==> config.mk <==
export PLATFORM = sky130hd
export DESIGN_NAME = shift_ser_in_framed
export DESIGN_NICKNAME = d
export VERILOG_FILES = /design/src/rtl/shift_ser_pkg.sv /design/src/rtl/shift_ser_lane.sv /design/src/rtl/shift_ser_in_framed.sv
export SDC_FILE = /design/constraint.sdc
export NUM_CORES = 1
export LEC_CHECK = 0
export CORE_MARGIN = 4
export CORE_UTILIZATION = 25
export CTS_CLUSTER_DIAMETER = 120
export CTS_CLUSTER_SIZE = 30
export DETAILED_ROUTE_END_ITERATION = 10
export GPL_ROUTABILITY_DRIVEN = 0
export GPL_TIMING_DRIVEN = 0
export PLACE_DENSITY_LB_ADDON = 0.25
export SETUP_SLACK_MARGIN = 0.4
export SYNTH_ARGS = -nofsm -noshare
export SYNTH_HDL_FRONTEND = slang
export SYNTH_SLANG_ARGS = --single-unit
==> constraint.sdc <==
create_clock -name i_serclk -period 1.64 [get_ports i_serclk]
set_clock_uncertainty 0.1 [all_clocks]
set_input_delay 0.164 -clock i_serclk [delete_from_list [all_inputs] [get_ports i_serclk]]
set_output_delay 0.164 -clock i_serclk [all_outputs]
set_load 0.005 [all_outputs]
==> src/rtl/shift_ser_pkg.sv <==
// Shared definitions for the framed serial-to-parallel deserialiser.
// FSM encodings, counter sizing and the lane slice helper.
package shift_ser_pkg;

  localparam logic [0:0] ST_IDLE  = 1'b0;
  localparam logic [0:0] ST_SHIFT = 1'b1;

  // Bit counter width; never zero so narrow words still get a real register.
  function automatic int cnt_w(input int width);
    return (width <= 2) ? 1 : $clog2(width);
  endfunction

  // Low bit of lane c inside the packed multi-lane word.
  function automatic int lane_lo(input int c, input int width);
    return c * width;
  endfunction

endpackage

==> src/rtl/shift_ser_lane.sv <==
// One serial lane: shift register plus its next-state value, so the top can
// capture the completed word on the same edge that samples the last bit.
module shift_ser_lane #(
  parameter int WIDTH     = 8,
  parameter int MSB_FIRST = 1
) (
  input  logic             i_serclk,
  input  logic             i_rst_n,
  input  logic             i_bit,
  input  logic             i_load_first,
  input  logic             i_shift,
  output logic [WIDTH-1:0] o_next
);

  logic [WIDTH-1:0] r_sr;
  logic [WIDTH-1:0] w_next;

  // A frame drops whatever partial word was held and restarts from this bit.
  always_comb begin
    w_next = r_sr;
    if (i_load_first) begin
      if (MSB_FIRST != 0) w_next = {{(WIDTH-1){1'b0}}, i_bit};
      else                w_next = {i_bit, {(WIDTH-1){1'b0}}};
    end else if (i_shift) begin
      if (MSB_FIRST != 0) w_next = {r_sr[WIDTH-2:0], i_bit};
      else                w_next = {i_bit, r_sr[WIDTH-1:1]};
    end
  end

  always_ff @(negedge i_serclk or negedge i_rst_n) begin
    if (!i_rst_n) r_sr <= '0;
    else          r_sr <= w_next;
  end

  assign o_next = w_next;

endmodule

==> src/rtl/shift_ser_in_framed.sv <==
// Multi-lane framed deserialiser: shared bit counter/FSM, output word register
// with valid/ready handshake, sticky overrun and sync-error flags.
module shift_ser_in_framed
  import shift_ser_pkg::*;
#(
  parameter int WIDTH      = 8,
  parameter int CHANNELS   = 1,
  parameter int MSB_FIRST  = 1,
  parameter int CONTINUOUS = 1
) (
  input  logic                      i_serclk,
  input  logic                      i_reset,
  input  logic [CHANNELS-1:0]       i_in,
  input  logic                      i_en,
  input  logic                      i_frame,
  input  logic                      i_out_ready,
  input  logic                      i_clr_err,
  output logic [CHANNELS*WIDTH-1:0] o_out,
  output logic                      o_out_valid,
  output logic                      o_overrun,
  output logic                      o_sync_err
);

  localparam int CW = cnt_w(WIDTH);
  localparam logic [CW-1:0] LAST_CNT = CW'(WIDTH - 1);

  logic [0:0]                r_state;
  logic [CW-1:0]             r_cnt;
  logic [CHANNELS*WIDTH-1:0] r_out;
  logic                      r_valid;
  logic                      r_overrun;
  logic                      r_sync_err;

  logic                      w_start;
  logic                      w_adv;
  logic                      w_last;
  logic                      w_sync;
  logic [CHANNELS*WIDTH-1:0] w_next;

  assign w_start = i_en & i_frame;
  assign w_adv   = i_en & ~i_frame & (r_state == ST_SHIFT);
  assign w_last  = w_adv & (r_cnt == LAST_CNT);
  // count==0 in SHIFT means a word just finished, so a frame there is a clean start.
  assign w_sync  = w_start & (r_state == ST_SHIFT) & (r_cnt != '0);

  for (genvar c = 0; c < CHANNELS; c++) begin : g_lane
    shift_ser_lane #(
      .WIDTH     (WIDTH),
      .MSB_FIRST (MSB_FIRST)
    ) u_lane (
      .i_serclk     (i_serclk),
      .i_rst_n      (i_reset),
      .i_bit        (i_in[c]),
      .i_load_first (w_start),
      .i_shift      (w_adv),
      .o_next       (w_next[lane_lo(c, WIDTH) +: WIDTH])
    );
  end

  always_ff @(negedge i_serclk or negedge i_reset) begin
    if (!i_reset) begin
      r_state    <= ST_IDLE;
      r_cnt      <= '0;
      r_out      <= '0;
      r_valid    <= 1'b0;
      r_overrun  <= 1'b0;
      r_sync_err <= 1'b0;
    end else begin
      if (w_start) begin
        r_state <= ST_SHIFT;
        r_cnt   <= CW'(1);
      end else if (w_adv) begin
        if (w_last) begin
          r_cnt   <= '0;
          r_state <= (CONTINUOUS != 0) ? ST_SHIFT : ST_IDLE;
        end else begin
          r_cnt <= r_cnt + CW'(1);
        end
      end

      // A completing word always lands; a pending unconsumed word is lost to it.
      if (w_last) begin
        r_out   <= w_next;
        r_valid <= 1'b1;
      end else if (r_valid && i_out_ready) begin
        r_valid <= 1'b0;
      end

      r_overrun  <= (r_overrun & ~i_clr_err) | (w_last & r_valid & ~i_out_ready);
      r_sync_err <= (r_sync_err & ~i_clr_err) | w_sync;
    end
  end

  assign o_out       = r_out;
  assign o_out_valid = r_valid;
  assign o_overrun   = r_overrun;
  assign o_sync_err  = r_sync_err;

endmodule
==> metrics.md, run 1 <==
| Metric | Value |
|---|---|
| Most frequent cells in the layout | dfrtn_1, buf_2, nand2b_1, buf_4, inv_1 |
| Die Y | 71.6 µm |
| Vias in the first global route | 779 |
| First-pass GRT wire length | 3620 µm |
| Synth Warn # | 0 |
| Gate power share | 21.0% |
| Syn_area_per_cell | 12.5 µm² |
| Post-route ant nets | 0 |
| Area Overhead vs Synth | 50.9% |
| Post-CTS Hold Fix Bufs | 0 |
| Antenna violations before repair | 0 |
| Switching power | 0.000310 W |
| H-tree Lvls | 1 |
| Clock Power Share | 29.5% |
| Drt total wl | 2140 µm |
| I/O Buffers | 16 |
| Max clock buf depth | 2 |
| Switch share | 24.0% |
| Distinct cells, synth | 20 |
| Flops & latches, synth | 22 |
| Drt drc | 0 |
| CP Data Required Time | 1.38 ns |
| Crit path max fanout | 2 |
| # setup viols final | 11 |
| Via-to-Cell Ratio | 4.65 |
| Initial DRC count | 17 |
| Register area share after synthesis | 54.5% |
| Failing checks | negative setup slack |
| Root Driver | clkbuf_8 |
| FP Rows | 22 |
| Syn Nets | 91 |
| Clk sinks | 22 |
| Number of CTS-inserted buffers | 3 |
| Final cell count without fillers | 162 |
| GRT overflow | 0 |
| DRT Pass-1 Iters | 4 |
| Slew Viols, Final | 0 |
| Crit. Startpoint | o_out[5] |
| Pwr dens | 847 nW/µm² |
| WS Path Type | flip-flop to output pin |
| Worst setup margin | -0.244 ns |
| I/O Pins | 18 |
| Hold_sp | o_out[3] |
| Critical Path Max Stage Delay | 0.41 ns |
| Layout Nets | 125 |
| Commonest non-fill, non-tap cell in the layout | dfrtn_1 |
| Kind of end point of the critical path | output pin |
| Layout cells sized above 1 | 53.5% |
| Core area | 3770 µm² |
| Max transition margin | 67.1% |
| Outcome | finished with violations |
| Final hold violation count | 0 |
| Area leader, netlist | dfrtn_1 |
| Max-cap viol count | 0 |
| CP Buf/Inv Count | 1 |
| Clock tree from TritonCTS | built |
| Antenna diodes | 0 |
| Critical R2R Launch | r_cnt[0] |
| HP Class | flip-flop to flip-flop |
| Mapped Cells | 81 |
| Largest cells by area after synthesis | dfrtn_1, mux2_2, nand2b_1 |
| Total Die Area | 5120 µm² |
| Mapped Area | 1010 µm² |
| Placed cells | 145 |
| Reg power frac | 49.5% |
| Clock transition at path regs | 0.05 ns |
| Die width | 71.6 µm |
| DR WL/cell | 13.2 µm |
| Post-DP HPWL | 1360 µm |
| Initial Utilization | 26.8% |
| Post-synth top area share | 54.5% |
| Largest net degree at the start of global routing | 23 |
| Data arrival time of the worst path | 1.62 ns |
| Clock latency on the worst-skew pair | 0.27 ns |
| Critical path's top delay family | flip-flops |
| Worst VDD drop | 452 µV |
| Slowest cell on crit path | dfrtn_1 |
| Internal power | 0.000980 W |
| RSZ-0062 raised after global routing | yes |
| Static leakage | 0.720 nW |
| CP Cell Sequence | buf_2 |
| Final hold slack | 0.346 ns |
| Vias | 754 |
| GRT Util Overall | 8.90% |
| Actual slew at the worst max-slew pin | 0.494 ns |
| Startpoint types | flip-flop |
==> path summary, 6_finish.rpt <==
path / slack [ns] / end / cells after the start
worst max-delay path: -0.24 / o_out[5] / 1
worst min-delay path: 0.35 / o_out[3] / 1
worst max register to register: 0.05 / o_out[1] / 4
worst min register to register: 0.35 / o_out[3] / 1
max in group asynchronous: 0.61 / g_lane[0].u_lane.r_sr[2] / 1
min in group asynchronous: 0.45 / r_cnt[2] / 1
==> synthesized netlist by cell type <==
cell,instances
or2_1,1
o221ai_1,6
o21ai_2,1
nand4b_4,1
nand2_1,2
nand3_1,5
ha_1,3
mux2_2,9
dfrtn_1,22
and2_1,1
nand4b_1,1
nand4bb_1,1
buf_4,1
buf_6,1
buf_2,3
inv_1,9
a32o_1,3
nand2b_1,9
o211ai_1,1
o2bb2ai_1,1
==> final cells by class <==
cell class                 instances  area (µm²)
sequential                        22         551
timing repair buffer              28         231
buffer                             5        62.6
multi-input combinational         46         526
tap                               48        60.1
fill                             364        2250
clock buffer                       4        55.1
inverter                           9        38.8
==> through the flow <==
stage | util [%] | setup TNS (ns) | cell area, µm² | setup slack, ns | total power, W
finish | 40.4 | -2.50 | 1520 | -0.244 | 0.00129
global route | 40.4 | -2.97 | 1520 | -0.287 | 0.00137
CTS | 39.2 | -2.64 | 1480 | -0.252 | 0.00131
detailed placement | 33.1 | -31.76 | 1250 | -0.801 | 0.000865
global placement | 33.1 | -31.54 | 1250 | -0.788 | 0.000861
floorplan | - | -2.33 | 1030 | -0.198 | 0.000758
==> power by group through the flow <==
stage | clock, W | sequential [W] | combinational (W)
after detailed placement | 0 | 0.000649 | 0.000216
final | 0.000381 | 0.000638 | 0.000271
after CTS | 0.000399 | 0.000639 | 0.000268
after floorplan | 0 | 0.000645 | 0.000113
after global placement | 0 | 0.000647 | 0.000214
after global routing | 0.000420 | 0.000645 | 0.000300
==> logic make-up (layout without fill, tap and decap cells) <==
| group | after synthesis | after routing | share of synthesized area (%) |
|---|---|---|---|
| fa+ha+maj | 3 | 3 | 3.72 |
| simple gates | 21 | 22 | 14.4 |
| buf+inv | 14 | 46 | 6.69 |
| compound gates | 12 | 12 | 10.7 |
| mux | 9 | 9 | 10.0 |
| flops | 22 | 22 | 54.5 |
==> flip-flops by register name, summed over array words and instances (netlist names) <==
| register | cells |
|---|---|
| o_out_valid | 1 |
| r_state | 1 |
| o_out | 8 |
| r_cnt | 3 |
| o_sync_err | 1 |
| g_lane.u_lane.r_sr | 7 |
| o_overrun | 1 |
==> routing by layer <==
layer / share of wire (%) / GRT usage [%] / up-vias
met1: 45 / 11.5 / 375
met5: 0 / 0 / -
met4: 0.19 / 1.25 / 0
li1: - / - / 360
met2: 47 / 13.9 / 17
met3: 7.4 / 4.21 / 2
==> repair_timing <==
item | 4_1_cts | 5_1_grt
resized for setup | 78 | 12
endpoints found under the setup margin | 55 | 55
pin swaps | 5 | 4
buffers inserted | 10 | 1
cloned | 2 | 0
Note: power is estimated with default switching activity, not from simulation.
==> run 2: changes to the inputs <==
--- a/config.mk
+++ b/config.mk
@@ -5,13 +5,13 @@
 export SDC_FILE = /design/constraint.sdc
 export NUM_CORES = 1
 export LEC_CHECK = 0
+export ABC_AREA = 1
 export CORE_MARGIN = 4
 export CORE_UTILIZATION = 25
 export CTS_CLUSTER_DIAMETER = 120
 export CTS_CLUSTER_SIZE = 30
 export DETAILED_ROUTE_END_ITERATION = 10
 export GPL_ROUTABILITY_DRIVEN = 0
-export GPL_TIMING_DRIVEN = 0
 export PLACE_DENSITY_LB_ADDON = 0.25
 export SETUP_SLACK_MARGIN = 0.4
 export SYNTH_ARGS = -nofsm -noshare
==> metrics.md, run 2 <==
| Metric | Value |
|---|---|
| # setup viols final | 19 |
| CP Data Required Time | 1.38 ns |
| Core area | 3690 µm² |
| Critical Path Max Stage Delay | 0.41 ns |
| Actual slew at the worst max-slew pin | 0.263 ns |
| Largest cells by area after synthesis | dfrtn_1, nand2_1, inv_1 |
| Largest net degree at the start of global routing | 23 |
| Max clock buf depth | 2 |
| Worst setup margin | -0.242 ns |
| Startpoint types | flip-flop |
| CP Cell Sequence | buf_2 |
| Internal power | 0.000987 W |
| Kind of end point of the critical path | output pin |
| Pwr dens | 861 nW/µm² |
| Syn Nets | 120 |
| Slowest cell on crit path | dfrtn_1 |
| Antenna violations before repair | 0 |
| Initial DRC count | 22 |
| Switching power | 0.000368 W |
| First-pass GRT wire length | 3820 µm |
| I/O Buffers | 17 |
| WS Path Type | flip-flop to output pin |
| Antenna diodes | 0 |
| Most frequent cell after synthesis | nand2_1 |
| Failing checks | negative setup slack |
| Fin util | 42.6% |
| Mapped Cells | 110 |
| Die width | 70.1 µm |
| Distinct cells, synth | 14 |
| FP Rows | 22 |
| Drt total wl | 2180 µm |
| RSZ-0062 raised after global routing | yes |
| Data arrival time of the worst path | 1.62 ns |
| Worst VDD drop | 472 µV |
| Layout Nets | 160 |
| Post-route ant nets | 0 |
| Largest register FFs | 8 |
| Clock latency on the worst-skew pair | 0.27 ns |
| Final hold violation count | 0 |
| Critical path's top delay family | flip-flops |
| Flops & latches, synth | 22 |
| GRT overflow | 0 |
| I/O Pins | 18 |
| H-tree Lvls | 1 |
| Most frequent cells after synthesis | nand2_1, dfrtn_1, inv_1, o21ai_0, ha_1 |
| Slew Viols, Final | 0 |
| Max-cap viol count | 0 |
| Mapped Area | 963 µm² |
| Final cell count without fillers | 197 |
| Outcome | finished with violations |
| Number of synthesized flops with an enable pin | 0 |
| Main synth FF type | dfrtn_1 |
| Clock transition at path regs | 0.05 ns |
| Area leader, netlist | dfrtn_1 |
| Gate power share | 23.8% |
| Register area share after synthesis | 57.1% |
| Crit path max fanout | 2 |
| FFs w/ async S/R, synth | 100% |
| Vias in the first global route | 813 |
| Layout cells sized above 1 | 51.7% |
| Synth Warn # | 0 |
| Via-to-Cell Ratio | 4.15 |
| Clk sinks | 22 |
| HP Class | flip-flop to flip-flop |
| Drt drc | 0 |
| Post-synth top area share | 57.1% |
| Max transition margin | 82.5% |
| Static leakage | 0.898 nW |
| Clock Power Share | 28.5% |
| Area Overhead vs Synth | 63.2% |
| Commonest non-fill, non-tap cell in the layout | nand2_1 |
| Root Driver | clkbuf_8 |
| DRT Pass-1 Iters | 4 |
| CP Buf/Inv Count | 1 |
| Total Die Area | 4910 µm² |
| Placed cells | 181 |
| Most frequent cells in the layout | nand2_1, dfrtn_1, nand2_2, inv_1, buf_2 |
| DR WL/cell | 11.1 µm |
| Vias | 817 |
| Post-DP HPWL | 1400 µm |
| Clock tree from TritonCTS | built |
| Final hold slack | 0.322 ns |
| Switch share | 27.2% |
| Die Y | 70.1 µm |
| Number of CTS-inserted buffers | 3 |
| Reg power frac | 47.6% |
| Initial Utilization | 26.1% |
| GRT Util Overall | 9.68% |
| Syn_area_per_cell | 8.76 µm² |
| Setup TNS | -2.78 ns |
## run 2: layout make-up
class | count | area [µm²]
clock buffer | 4 | 55.1
multi-input combinational | 74 | 554
tap | 48 | 60.1
timing repair buffer | 34 | 287
sequential | 22 | 551
inverter | 15 | 66.3
fill | 362 | 2120
## run 2: timing repair
action                                  in CTS  in global routing
pin swaps                                    9                  4
setup buffers                                5                  4
hold buffers                                 0                  0
gates resized for setup                     94                 27
cloned                                       2                  1
endpoints found under the setup margin      33                 33
## run 2: path summary, 6_finish.rpt
kind | depth (start not counted) | slack, ns | end | startpoint
setup / recovery | 1 | -0.24 | o_out[1] | o_out[1]
hold / removal | 2 | 0.32 | o_out[3] | o_out[3]
setup reg to reg | 6 | 0.17 | o_out[7] | r_cnt[0]
hold reg to reg | 2 | 0.32 | o_out[3] | o_out[3]
max in group asynchronous | 2 | 0.44 | g_lane[0].u_lane.r_sr[4] | i_reset
min in group asynchronous | 2 | 0.83 | o_out[0] | i_reset
## run 2: power groups by stage
stage	sequential, W	clock, W	combinational, W
4_1_cts	0.000646	0.000398	0.000269
2_1_floorplan	0.000653	0	0.000101
6_report	0.000646	0.000386	0.000323
5_1_grt	0.000654	0.000423	0.000365
3_5_place_dp	0.000654	0	0.000254
3_3_place_gp	0.000652	0	0.000252
## run 2: per-layer routing
metal  global-route usage (%)  share of wire (%)  up-vias  routed length, µm
met5                        0                  0        -                  0
met4                     3.19                1.6        0                 34
met3                     3.60                4.8        4                104
met2                     15.5                 50       18               1090
met1                     11.9                 44      376                949
li1                         -                  -      419                  -
## run 2: logic make-up (layout without fill, tap and decap cells)
group | count (synthesis) | count (layout) | share of synthesized area (%)
adders and majority gates | 3 | 3 | 3.90
AOI/OAI and AO/OA | 10 | 10 | 5.20
and+or+nand+nor | 58 | 61 | 26.0
buffers and inverters | 17 | 53 | 7.79
DFF | 22 | 22 | 57.1
## run 2: per-stage QoR
stage               instance area (µm²)  setup slack, ns  total power [W]
finish                             1570           -0.242          0.00135
global route                       1570           -0.288          0.00144
CTS                                1430           -0.255          0.00131
detailed placement                 1280           -0.795         0.000907
global placement                   1280           -0.759         0.000904
floorplan                           997           -0.111         0.000754
==> run 3: changes to the inputs <==
--- a/config.mk
+++ b/config.mk
@@ -8,6 +8,7 @@
 export ABC_AREA = 1
 export CORE_MARGIN = 4
 export CORE_UTILIZATION = 25
+export CTS_BUF_LIST = sky130_fd_sc_hd__clkbuf_2
 export CTS_CLUSTER_DIAMETER = 120
 export CTS_CLUSTER_SIZE = 30
 export DETAILED_ROUTE_END_ITERATION = 10
==> metrics.md, run 3 (synthesis gave the netlist of run 2 again) <==
| Metric | Value |
|---|---|
| Critical Path Max Stage Delay | 0.46 ns |
| Number of CTS-inserted buffers | 3 |
| Vias | 837 |
| RSZ-0062 raised after global routing | yes |
| Clock tree from TritonCTS | built |
| DR WL/cell | 10.8 µm |
| Initial DRC count | 14 |
| FP Rows | 22 |
| Die Y | 70.1 µm |
| Actual slew at the worst max-slew pin | 0.235 ns |
| Pwr dens | 758 nW/µm² |
| CP Data Required Time | 1.38 ns |
| Antenna violations before repair | 0 |
| First-pass GRT wire length | 3820 µm |
| Clock transition at path regs | 0.14 ns |
| Slowest cell on crit path | dfrtn_1 |
| Crit path max fanout | 2 |
| Worst setup margin | -0.308 ns |
| Total Die Area | 4910 µm² |
| Via-to-Cell Ratio | 4.19 |
| Clock latency on the worst-skew pair | 0.29 ns |
| Most frequent cells in the layout | nand2_1, nand2_2, dfrtn_1, inv_1, buf_2 |
| Placed cells | 181 |
| Largest register FFs | 8 |
| Die width | 70.1 µm |
| H-tree Lvls | 1 |
| Vias in the first global route | 836 |
| I/O Pins | 18 |
| Failing checks | negative setup slack |
| Initial Utilization | 26.1% |
| HP Class | flip-flop to flip-flop |
| Layout cells sized above 1 | 53.9% |
| Drt total wl | 2170 µm |
| Area Overhead vs Synth | 62.6% |
| GRT Util Overall | 9.59% |
| DRT Pass-1 Iters | 4 |
| CP Cell Sequence | buf_2 |
| Startpoint types | flip-flop |
| Slew Viols, Final | 0 |
| Core area | 3690 µm² |
| Data arrival time of the worst path | 1.68 ns |
| Final hold violation count | 0 |
| Critical path's top delay family | flip-flops |
| Static leakage | 0.886 nW |
| Max transition margin | 84.3% |
| Commonest non-fill, non-tap cell in the layout | nand2_1 |
| # setup viols final | 15 |
| Post-DP HPWL | 1400 µm |
| Layout Nets | 163 |
| CP Buf/Inv Count | 1 |
| Fill cell count | 357 |
| Final cell count without fillers | 200 |
| Largest net degree at the start of global routing | 23 |
| Kind of end point of the critical path | output pin |
| Pre-CTS setup slack | -0.795 ns |
| Max-cap viol count | 0 |
| I/O Buffers | 17 |
| Worst VDD drop | 481 µV |
| GRT overflow | 0 |
| Drt drc | 0 |
| Max clock buf depth | 2 |
| Antenna diodes | 0 |
| Outcome | finished with violations |
| Root Driver | clkbuf_2 |
| Clk sinks | 22 |
| Final Total Pwr | 0.00119 W |
| WS Path Type | flip-flop to output pin |
| Post-route ant nets | 0 |
-- run 3: changes by cell type in the layout (fill, tap and decap cells not counted), sizes merged --
cell	before	now
buf	30	33
clkinv	0	1
clkbuf	4	3
-- run 3: metal layers --
layer	track usage, %	up-vias	wire [µm]
met5	0	-	0
met4	2.55	0	49
met3	3.45	4	102
met2	15.6	19	1030
met1	11.9	390	985
li1	-	424	-
-- run 3: report_power, final --
part           leakage [nW]  switching (W)  internal, W
Clock                0.0140       0.000162    0.0000530
Combinational         0.585       0.000157     0.000167
Sequential            0.287      0.0000357     0.000612
-- run 3: cell type report --
type | count | area (µm²) | share of cell area [%]
Clock buffer | 3 | 15.0 | 0.958
Clock inverter | 1 | 3.75 | 0.240
Inverter | 15 | 66.3 | 4.23
Multi-Input combinational cell | 74 | 527 | 33.6
Sequential cell | 22 | 551 | 35.1
Tap cell | 48 | 60.1 | 3.83
Timing Repair Buffer | 37 | 344 | 22.0
-- run 3: path summary, 6_finish.rpt --
path	start	endpoint	slack, ns	cells past startpoint
worst max register to register	r_cnt[0]	o_out_valid	0.15	6
min in group asynchronous	i_reset	r_cnt[2]	0.79	2
max in group asynchronous	i_reset	g_lane[0].u_lane.r_sr[3]	0.48	2
worst min register to register	o_out[5]	o_out[5]	0.32	2
worst min-delay path	o_out[5]	o_out[5]	0.32	2
worst max-delay path	o_out[1]	o_out[1]	-0.31	1
-- run 3: timing repair --
action | in CTS | in global routing
gates resized for setup | 94 | 28
setup buffers | 5 | 7
pin swaps | 14 | 10
hold buffers | 0 | 0
cloned | 3 | 0
setup endpoints to repair | 33 | 33
-- run 3: per-stage QoR --
stage | utilization (%) | area, µm² | hold WS [ns] | setup TNS [ns]
after floorplan | - | 997 | 0.326 | -0.993
after global placement | 34.6 | 1280 | 0.323 | -18.68
after detailed placement | 34.6 | 1280 | 0.323 | -19.41
after CTS | 38.1 | 1410 | 0.324 | -3.35
after global routing | 42.5 | 1570 | 0.373 | -4.11
final | 42.5 | 1570 | 0.317 | -3.30
